File: config.mk
export PLATFORM = sky130hd
export DESIGN_NAME = laser_point_scheduler
export DESIGN_NICKNAME = d
export VERILOG_FILES = /design/src/rtl/laser_pkg.sv /design/src/rtl/spi_dac_shifter.sv /design/src/rtl/laser_point_scheduler.sv
export SDC_FILE = /design/constraint.sdc
export NUM_CORES = 1
export LEC_CHECK = 0
export ABC_AREA = 1
export ABC_CLOCK_PERIOD_IN_PS = 5400
export CAP_MARGIN = 10
export CELL_PAD_IN_SITES_DETAIL_PLACEMENT = 1
export CELL_PAD_IN_SITES_GLOBAL_PLACEMENT = 2
export CORE_MARGIN = 1
export CORE_UTILIZATION = 34
export DETAILED_ROUTE_END_ITERATION = 16
export PLACE_DENSITY = 0.87
export SYNTH_ARGS = -nofsm -noshare
export SYNTH_HDL_FRONTEND = slang
export SYNTH_HIERARCHICAL = 1
export SYNTH_SLANG_ARGS = --single-unit
File: constraint.sdc
create_clock -name clk -period 5.4 [get_ports clk]
set_clock_uncertainty 0.1 [all_clocks]
set_input_delay 0.54 -clock clk [delete_from_list [all_inputs] [get_ports clk]]
set_output_delay 0.54 -clock clk [all_outputs]
set_load 0.005 [all_outputs]
File: src/rtl/laser_pkg.sv
// Shared types and constants for the laser point scheduler and its SPI DAC shifter.
package laser_pkg;

    // Scheduler sequence states
    typedef enum logic [2:0] {
        ST_IDLE    = 3'd0,
        ST_SHIFT_X = 3'd1,
        ST_GAP     = 3'd2,
        ST_SHIFT_Y = 3'd3,
        ST_LATCH   = 3'd4,
        ST_SETTLE  = 3'd5
    } lps_state_e;

    // DAC command frame geometry
    localparam int DAC_FRAME_W = 16;
    localparam int DAC_DATA_W  = 12;

    // BUF=0 (unbuffered ref), GAn=1 (1x gain), SHDNn=1 (output active)
    localparam logic [2:0] DAC_CFG_BITS = 3'b011;

    // Channel select bit: A drives the X galvo, B drives the Y galvo
    localparam logic CH_X = 1'b0;
    localparam logic CH_Y = 1'b1;

    // Build one DAC command word: channel, config bits, then the sample code
    function automatic logic [DAC_FRAME_W-1:0] dac_word(input logic ch,
                                                        input logic [DAC_DATA_W-1:0] code);
        return {ch, DAC_CFG_BITS, code};
    endfunction

endpackage

File: src/rtl/spi_dac_shifter.sv
// SPI mode-0 transmitter for one 16-bit DAC command frame, MSB first.
// csn falls with bit15 already on mosi; each bit spends CLK_DIV cycles with
// sclk low then CLK_DIV cycles high. mosi only moves when sclk falls, and csn
// rises together with the 16th falling edge, so csn is low 32*CLK_DIV cycles.
module spi_dac_shifter
    import laser_pkg::*;
#(
    parameter int CLK_DIV = 2
) (
    input  logic                   clk,
    input  logic                   reset,
    input  logic                   start,
    input  logic [DAC_FRAME_W-1:0] word,
    output logic                   done,
    output logic                   csn,
    output logic                   sclk,
    output logic                   mosi
);

    localparam int                DIV_W     = (CLK_DIV > 1) ? $clog2(CLK_DIV) : 1;
    localparam logic [DIV_W-1:0]  DIV_LAST  = DIV_W'(CLK_DIV - 1);
    localparam logic [4:0]        HALF_LAST = 5'd31;

    logic                   active_r;
    logic [DIV_W-1:0]       div_cnt_r;
    logic [4:0]             half_cnt_r;
    logic [DAC_FRAME_W-1:0] shreg_r;
    logic                   csn_r;
    logic                   sclk_r;
    logic                   mosi_r;
    logic                   done_r;

    // Frame sequencer: half-period divider, sclk toggling and bit shifting
    always_ff @(posedge clk) begin
        if (reset) begin
            active_r   <= 1'b0;
            div_cnt_r  <= '0;
            half_cnt_r <= 5'd0;
            shreg_r    <= '0;
            csn_r      <= 1'b1;
            sclk_r     <= 1'b0;
            mosi_r     <= 1'b0;
            done_r     <= 1'b0;
        end else begin
            done_r <= 1'b0;
            if (!active_r) begin
                if (start) begin
                    active_r   <= 1'b1;
                    div_cnt_r  <= '0;
                    half_cnt_r <= 5'd0;
                    shreg_r    <= word;
                    csn_r      <= 1'b0;
                    sclk_r     <= 1'b0;
                    mosi_r     <= word[DAC_FRAME_W-1];
                end else begin
                    csn_r  <= 1'b1;
                    sclk_r <= 1'b0;
                end
            end else if (div_cnt_r == DIV_LAST) begin
                div_cnt_r  <= '0;
                half_cnt_r <= half_cnt_r + 5'd1;
                if (!half_cnt_r[0]) begin
                    // End of the low half: rising edge, DAC samples mosi here
                    sclk_r <= 1'b1;
                end else begin
                    // End of the high half: falling edge, present next bit
                    sclk_r <= 1'b0;
                    if (half_cnt_r == HALF_LAST) begin
                        active_r <= 1'b0;
                        csn_r    <= 1'b1;
                        mosi_r   <= 1'b0;
                        done_r   <= 1'b1;
                    end else begin
                        mosi_r  <= shreg_r[DAC_FRAME_W-2];
                        shreg_r <= {shreg_r[DAC_FRAME_W-2:0], 1'b0};
                    end
                end
            end else begin
                div_cnt_r <= div_cnt_r + DIV_W'(1);
            end
        end
    end

    assign csn  = csn_r;
    assign sclk = sclk_r;
    assign mosi = mosi_r;
    assign done = done_r;

endmodule

File: src/rtl/laser_point_scheduler.sv
// Fixed-rate point pacer for the galvo laser projector. On each point tick it
// takes one point, writes X then Y to the dual DAC, pulses LDAC so both axes
// move together, and keeps the laser dark until the mirrors have settled.
module laser_point_scheduler
    import laser_pkg::*;
#(
    parameter int CLK_DIV       = 2,
    parameter int POINT_PERIOD  = 2500,
    parameter int SETTLE_CYCLES = 250,
    parameter int DATA_W        = 12
) (
    input  logic              clk,
    input  logic              reset,
    input  logic              enable,
    input  logic              pt_valid,
    output logic              pt_ready,
    input  logic [DATA_W-1:0] pt_x,
    input  logic [DATA_W-1:0] pt_y,
    input  logic [2:0]        pt_rgb,
    input  logic              pt_blank,
    output logic              dac_csn,
    output logic              dac_sclk,
    output logic              dac_mosi,
    output logic              dac_latchn,
    output logic [2:0]        laser_rgb,
    output logic              busy,
    output logic              underrun,
    output logic              overrun
);

    localparam int                 TICK_W      = (POINT_PERIOD > 1) ? $clog2(POINT_PERIOD) : 1;
    localparam logic [TICK_W-1:0]  TICK_LAST   = TICK_W'(POINT_PERIOD - 1);
    localparam int                 PH_MAX      = (SETTLE_CYCLES > 2 * CLK_DIV) ? SETTLE_CYCLES : 2 * CLK_DIV;
    localparam int                 PH_W        = $clog2(PH_MAX + 1);
    // Y start is issued one cycle early so csn is high exactly 2*CLK_DIV cycles
    localparam logic [PH_W-1:0]    GAP_START   = PH_W'(2 * CLK_DIV - 2);
    localparam logic [PH_W-1:0]    LATCH_LAST  = PH_W'(2 * CLK_DIV - 1);
    localparam logic [PH_W-1:0]    SETTLE_LAST = PH_W'(SETTLE_CYCLES - 1);

    lps_state_e             state_r;
    logic [TICK_W-1:0]      tick_cnt_r;
    logic [PH_W-1:0]        ph_cnt_r;
    logic [DATA_W-1:0]      y_r;
    logic [2:0]             rgb_r;
    logic                   blank_r;
    logic [2:0]             laser_rgb_r;
    logic                   latchn_r;
    logic                   underrun_r;
    logic                   overrun_r;

    logic                   tick_s;
    logic                   idle_s;
    logic                   accept_s;
    logic                   settle_end_s;
    logic                   sh_start_s;
    logic [DAC_FRAME_W-1:0] sh_word_s;
    logic                   sh_done_s;

    // Tick decode, point handshake and shifter launch selection
    always_comb begin
        tick_s       = enable && (tick_cnt_r == TICK_LAST);
        idle_s       = (state_r == ST_IDLE);
        pt_ready     = tick_s && idle_s && enable && !reset;
        accept_s     = pt_ready && pt_valid;
        settle_end_s = (state_r == ST_SETTLE) && (ph_cnt_r == SETTLE_LAST);
        sh_start_s   = 1'b0;
        sh_word_s    = dac_word(CH_X, pt_x);
        case (state_r)
            ST_IDLE: begin
                sh_start_s = accept_s;
                sh_word_s  = dac_word(CH_X, pt_x);
            end
            ST_GAP: begin
                sh_start_s = (ph_cnt_r == GAP_START);
                sh_word_s  = dac_word(CH_Y, y_r);
            end
            default: begin
                sh_start_s = 1'b0;
                sh_word_s  = dac_word(CH_Y, y_r);
            end
        endcase
    end

    // Point-rate counter: free-runs 0..POINT_PERIOD-1 while enabled, parked at 0 otherwise
    always_ff @(posedge clk) begin
        if (reset) begin
            tick_cnt_r <= '0;
        end else if (!enable || (tick_cnt_r == TICK_LAST)) begin
            tick_cnt_r <= '0;
        end else begin
            tick_cnt_r <= tick_cnt_r + TICK_W'(1);
        end
    end

    // Transfer sequencer: X frame, gap, Y frame, LDAC pulse, mirror settle
    always_ff @(posedge clk) begin
        if (reset) begin
            state_r    <= ST_IDLE;
            ph_cnt_r   <= '0;
            y_r        <= '0;
            rgb_r      <= 3'b000;
            blank_r    <= 1'b0;
            latchn_r   <= 1'b1;
            underrun_r <= 1'b0;
            overrun_r  <= 1'b0;
        end else begin
            underrun_r <= tick_s && idle_s && !pt_valid;
            // A tick while busy is dropped; the point in flight keeps going
            overrun_r  <= tick_s && !idle_s;
            case (state_r)
                ST_IDLE: begin
                    if (accept_s) begin
                        y_r      <= pt_y;
                        rgb_r    <= pt_rgb;
                        blank_r  <= pt_blank;
                        ph_cnt_r <= '0;
                        state_r  <= ST_SHIFT_X;
                    end
                end
                ST_SHIFT_X: begin
                    if (sh_done_s) begin
                        ph_cnt_r <= '0;
                        state_r  <= ST_GAP;
                    end
                end
                ST_GAP: begin
                    if (ph_cnt_r == GAP_START) begin
                        ph_cnt_r <= '0;
                        state_r  <= ST_SHIFT_Y;
                    end else begin
                        ph_cnt_r <= ph_cnt_r + PH_W'(1);
                    end
                end
                ST_SHIFT_Y: begin
                    if (sh_done_s) begin
                        latchn_r <= 1'b0;
                        ph_cnt_r <= '0;
                        state_r  <= ST_LATCH;
                    end
                end
                ST_LATCH: begin
                    if (ph_cnt_r == LATCH_LAST) begin
                        latchn_r <= 1'b1;
                        ph_cnt_r <= '0;
                        state_r  <= ST_SETTLE;
                    end else begin
                        ph_cnt_r <= ph_cnt_r + PH_W'(1);
                    end
                end
                ST_SETTLE: begin
                    if (settle_end_s) begin
                        ph_cnt_r <= '0;
                        state_r  <= ST_IDLE;
                    end else begin
                        ph_cnt_r <= ph_cnt_r + PH_W'(1);
                    end
                end
                default: begin
                    latchn_r <= 1'b1;
                    ph_cnt_r <= '0;
                    state_r  <= ST_IDLE;
                end
            endcase
        end
    end

    // Laser colour: dark on every tick taken in IDLE and while disabled, lit after settling
    always_ff @(posedge clk) begin
        if (reset) begin
            laser_rgb_r <= 3'b000;
        end else if (!enable) begin
            laser_rgb_r <= 3'b000;
        end else if (tick_s && idle_s) begin
            laser_rgb_r <= 3'b000;
        end else if (settle_end_s) begin
            laser_rgb_r <= blank_r ? 3'b000 : rgb_r;
        end else begin
            laser_rgb_r <= laser_rgb_r;
        end
    end

    spi_dac_shifter #(
        .CLK_DIV (CLK_DIV)
    ) u_shifter (
        .clk   (clk),
        .reset (reset),
        .start (sh_start_s),
        .word  (sh_word_s),
        .done  (sh_done_s),
        .csn   (dac_csn),
        .sclk  (dac_sclk),
        .mosi  (dac_mosi)
    );

    // Enable gates the beam directly so it goes dark in the cycle enable drops
    assign laser_rgb  = laser_rgb_r & {3{enable}};
    assign dac_latchn = latchn_r;
    assign busy       = !idle_s;
    assign underrun   = underrun_r;
    assign overrun    = overrun_r;

endmodule

Word level (Yosys, flattened, before mapping)
Cells that the tools add are included.
{"block": "totals", "out_inout_bits": 11, "in_bits": 32, "reg_bits": 71, "word_cells": 125}
{"block": "classes", "n_mux": 47, "n_eq_ne": 21, "bitwise_logic": 6, "add_sub_neg": 4, "n_reduce_logical": 29}
{"operator": "$mux 15", "count": 5}
{"operator": "$mux 8", "count": 5}
{"operator": "$pmux 8 s5", "count": 1}
{"operator": "$mux 1", "count": 22}
{"operator": "$mux 3", "count": 7}
{"operator": "$pmux 3 s6", "count": 1}
{"operator": "$eq 8x2->1 const B", "count": 2}
{"operator": "$mux 16", "count": 1}
{"operator": "$mux 5", "count": 3}
{"operator": "$ne 2x2->1 const B", "count": 7}
{"operator": "$add 12x1->12 const B", "count": 1}
{"operator": "$eq 12x12->1 const B", "count": 1}
{"operator": "$reduce_and 3->1", "count": 3}
{"operator": "$add 8x1->8 const B", "count": 1}
{"operator": "$eq 8x8->1 const B", "count": 1}
{"operator": "$logic_and 1x1->1", "count": 8}
{"operator": "$ne 2x1->1 const B", "count": 4}
{"operator": "$reduce_or 4->1", "count": 2}
{"operator": "$eq 3x2->1 const B", "count": 2}
{"operator": "$eq 3x3->1 const B", "count": 2}
{"operator": "$reduce_and 2->1", "count": 3}
{"operator": "$reduce_and 6->1", "count": 1}
{"operator": "$reduce_or 2->1", "count": 3}
{"operator": "$add 5x1->5 const B", "count": 1}
{"operator": "13 further kinds", "count": 20}

Longest topological paths before layout
{"block": "logic_depth", "ltp_word": 9, "ltp_mapped": 14, "depth_no_buf": 13}

Modules after synthesis
The synthesis kept the hierarchy.
{"mod": "laser_point_scheduler", "cells_each": 371, "n_inst": 1, "seq_area_each_um2": 900.9, "area_per_inst_um2": 2563.7}
{"mod": "spi_dac_shifter", "cells_each": 199, "n_inst": 1, "seq_area_each_um2": 520.5, "area_per_inst_um2": 1335.0}

Worst setup path before layout
No wires, ideal clock.
{"block": "synth_path", "path_kind": "in2reg", "startpoint": "in reset", "endpoint": "reg u_shifter.shreg_r[10]", "path_stages": 13, "arrival_ns": 2.223, "slack_ns": 2.964, "path_buffers": 3, "required_ns": 5.187, "path_cell_list": "buf_2 > inv_2 > nand2_4 > nor2_2 > nand4_4 > buf_6 > a21oi_1 > nand2_8 > nand2_4 > nand2_4 > buf_6 > nor2_1 > nor2_1"}
{"block": "synth_via", "elab_chain_len": 6}
{"item": "start: declaration", "line_no": "laser_point_scheduler.sv:13", "source": "input logic reset,"}
{"item": "$logic_not 1->1", "line_no": "laser_point_scheduler.sv:63", "source": "pt_ready = tick_s && idle_s && enable && !reset;"}
{"item": "$logic_and 1x1->1", "line_no": "laser_point_scheduler.sv:63"}
{"item": "$logic_and 1x1->1", "line_no": "laser_point_scheduler.sv:64", "source": "accept_s = pt_ready && pt_valid;"}
{"item": "$pmux 1 s2", "line_no": "laser_point_scheduler.sv:68", "source": "case (state_r)"}
{"item": "net sh_start_s", "line_no": "laser_point_scheduler.sv:55", "source": "logic sh_start_s;"}
{"item": "$reduce_bool 2->1 (no line)"}
{"item": "$reduce_and 4->1 (no line)"}
{"item": "end signal: assignment", "line_no": "spi_dac_shifter.sv:51", "source": "shreg_r <= word;"}
{"item": "end signal: assignment", "line_no": "spi_dac_shifter.sv:75", "source": "shreg_r <= {shreg_r[DAC_FRAME_W-2:0], 1'b0};"}
{"item": "end: declaration", "line_no": "spi_dac_shifter.sv:27", "source": "logic [DAC_FRAME_W-1:0] shreg_r;"}
The timed path passes the listed nets, and every way through them passes these cells.
A chain may end at the register's enable or synchronous reset.

Worst setup path in the final report
Same ends and word-level chain as after synthesis.

==> metrics.md <==
| Metric | Value |
|---|---|
| Number of gates resized after CTS | `0` |
| Initial core utilization | `35.5%` |
| Post-route ant nets | `0` |
| Pin count of the biggest net entering global routing | `35` |
| Sequential share of the synthesized area | `36.5%` |
| Synthesis-stage register bit count | `71` |
| FMAX | `just over 300 MHz` |
| Power density over the cells | `between 200 and 250 nW/um2` |
| GR Util All Layers | `18.3%` |
| Synth Area in Simple Gates | `36.2%` |
| Clk_lat worst skew | `330 ps` |
| # IOs | `43` |
| Design area | `4660 um2` |
| Max-Cap Viols | `0` |
| Worst VDD drop | `around 170 uV` |
| Max-slew headroom | `between 30 and 40%` |
| Synth Instances | `570` |
| # Post-CTS Setup Buffers | `0` |
| Setup violations, final | `0` |
| Mux cell area share after synthesis | `0%` |
| Die Ht | `109 um` |
| Critical path peak fanout | `34` |
| Average cell area after synthesis | `6.84 um2` |
| CORE AREA | `11000 um2` |
| Hold WS | `372 ps` |
| CTS H-tree depth | `3` |
| Synth Area in Compound Gates | `14.2%` |
| Dpl cell area | `4390 um2` |
| Slew Limit Fails | `0` |
| Critical path class | `input pin to flop` |
| Worst EP required | `approximately 5500 ps` |
| Initial DRC Count | `128` |
| RSZ-0062 raised after global routing | `false` |
| CP max stage cell | `a21oi_1` |
| Crit start category | `input pin` |
| IO buf count | `42` |
| Layout cells sized above 1 | `10.8%` |
| Largest family of logic cells by synthesized area | `simple AND/OR/NAND/NOR gates` |
| DR pass1 iterations | `4` |
| Async SR Flop Fraction | `0%` |
| Met2 wire len | `4.91 mm` |
| Vias | `3641` |
| TritonCTS Buffers | `9` |
| Minimum clock period | `approximately 3200 ps` |
| Status | `completed` |
| Hold Path Class | `flop to flop` |
| Clock Pin Slew Worst Setup and Hold Paths | `60 ps` |
| Metal3 WL | `241 um` |
| Leakage power total | `1.94 nW` |
| Worst Tran Pin Value | `914 ps` |
| Clk sinks | `71` |
| Post-Synthesis Cell Area | `approximately 3900 um2` |
| Vias per std cell | `slightly below 5` |
| CP max stage delay | `600 ps` |
| Root Buffer | `clkbuf_16` |
| Die area | `11900 um2` |
| P&R area growth vs syn | `19.5%` |
| Number of synthesized flops with an enable pin | `0` |
| First-pass GRT wire length | `between 15 and 20 mm` |
| Wirelength per Cell | `around 13 um` |
| CTS Buffer Depth | `2` |
| Die Wd | `109 um` |
| Fillers | `1422` |
| Critical path cell sequence | `clkdlybuf4s50_1 -> buf_4 -> inv_2 -> nand2_4 -> nor2_2 -> nand4_4 -> a21oi_1 -> nand2_8 -> nand2_4 -> nand2_4 -> nor2_1 -> nor2_1` |
| TritonCTS clock tree | `done` |
| Routability cong. | `0.757` |
| Final Hold Vio Count | `0` |
| Post-synth top flop | `dfxtp_1` |
| Max layer used | `met4` |
| Initial antenna violation count | `0` |
| Row count | `38` |
| Crit path top cell by count | `nand2_4` |
| Post-Synth Adder-Cell Area | `2.25%` |
| Hold_buf cts | `0` |
| # diodes | `0` |
| Drc violations | `0` |
| Nets | `about 650` |
| Vias in the first global route | `about 3600` |
| Synth cell types | `34` |
| Highest-count cells in the layout ignoring fill and taps | `nand2_1 (131), nor2_1 (97), dfxtp_1 (71), inv_1 (69), clkdlybuf4s50_1 (42)` |
| Commonest non-fill, non-tap cell in the layout | `nand2_1` |
| Routed WL | `10.1 mm` |
| Setup TNS Final | `0 ps` |
| Yosys Warn Count | `6` |
| Worst setup EP type | `flop` |
| GRT Residual Overflow | `0` |
| Final period utilization | `60.1%` |
| Post-synthesis xor/xnor area fraction | `0%` |
| Final HPWL DP | `approximately 7.5 mm` |
| M1 WL | `4.87 mm` |
| Arrival @ worst endpoint | `approximately 3400 ps` |
## kinds of logic after synthesis
family / count (synthesis)
buffers and inverters: 96
AOI/OAI and AO/OA: 85
DFF: 71
and+or+nand+nor: 309
adders and majority gates: 7
other: 2
## power breakdown
part | internal, mW | total [mW] | switching (mW)
Combinational | 0.0263 | 0.0495 | 0.0232
Sequential | 0.524 | 0.525 | 0.000686
Clock | 0.311 | 0.551 | 0.240
## layer usage
metal | vias up | track usage, %
li1 | 1883 | -
met1 | 1709 | 23.2
met2 | 41 | 31.4
met5 | - | 0
met3 | 8 | 2.87
met4 | 0 | 6.08
## critical path: cells and delay by family
family	cells	cell delay, ps
AO/OA/AOI/OAI	1	600
AND/OR/NAND/NOR	8	1410
buffers and inverters	3	810
## flip-flops by register name (all words and copies together), names as in the netlist, 3 cells and up
signal,cells
laser_rgb_r,3
ph_cnt_r,8
rgb_r,3
state_r,3
tick_cnt_r,12
u_shifter/half_cnt_r,5
u_shifter/shreg_r,15
y_r,12
## final cells by class
cell class	instances	area, um2	area share [%]
well taps	140	175	3.76
inverters	78	295	6.34
multi-input cells	404	2070	44.3
flip-flops and latches	71	1420	30.5
repair buffers	43	428	9.18
clock buffers	9	225	4.83
clock inverters	7	50.0	1.07
## Yosys cell counts, types with 2 or more instances
cell type,count,area (um2)
a211oi_2,16,200
o21ai_0,41,205
buf_2,6,30.0
ha_1,7,87.6
buf_4,2,15.0
nand4_1,8,50.1
inv_2,8,30.0
nor2_1,97,364
conb_1,2,7.51
nor3_1,7,35.0
nor2_2,5,31.3
nor3b_1,2,15.0
nor3_4,2,32.5
buf_6,5,56.3
clkbuf_1,5,18.8
o21bai_1,2,15.0
or2_2,3,18.8
nand3_2,2,20.0
dfxtp_1,71,1420
nand2_4,8,90.1
nor4_1,3,18.8
inv_1,69,259
a21oi_1,23,115
nand3_1,36,180
nand2_1,131,492
## worst paths after layout
check / start / to / slack (ps) / cells after the start
worst min register to register: y_r[11] / y_r[11] / 370 / 2
worst max register to register: tick_cnt_r[0] / u_shifter/shreg_r[10] / 2380 / 12
worst max-delay path: reset / u_shifter/shreg_r[10] / 2150 / 12
worst min-delay path: y_r[11] / y_r[11] / 370 / 2
## stage by stage
| stage | instances | setup WS (ps) | utilization, % | total power, mW |
|---|---|---|---|---|
| 2_1_floorplan | 571 | 2960 | - | 0.556 |
| 3_3_place_gp | 736 | 1870 | 39.9 | 0.587 |
| 3_5_place_dp | 736 | 1770 | 39.9 | 0.587 |
| 4_1_cts | 752 | 2090 | 42.4 | 1.14 |
| 5_1_grt | 752 | 1880 | 42.4 | 1.17 |
| 6_report | 752 | 2150 | 42.4 | 1.13 |
(Power assumes the default switching activity.)
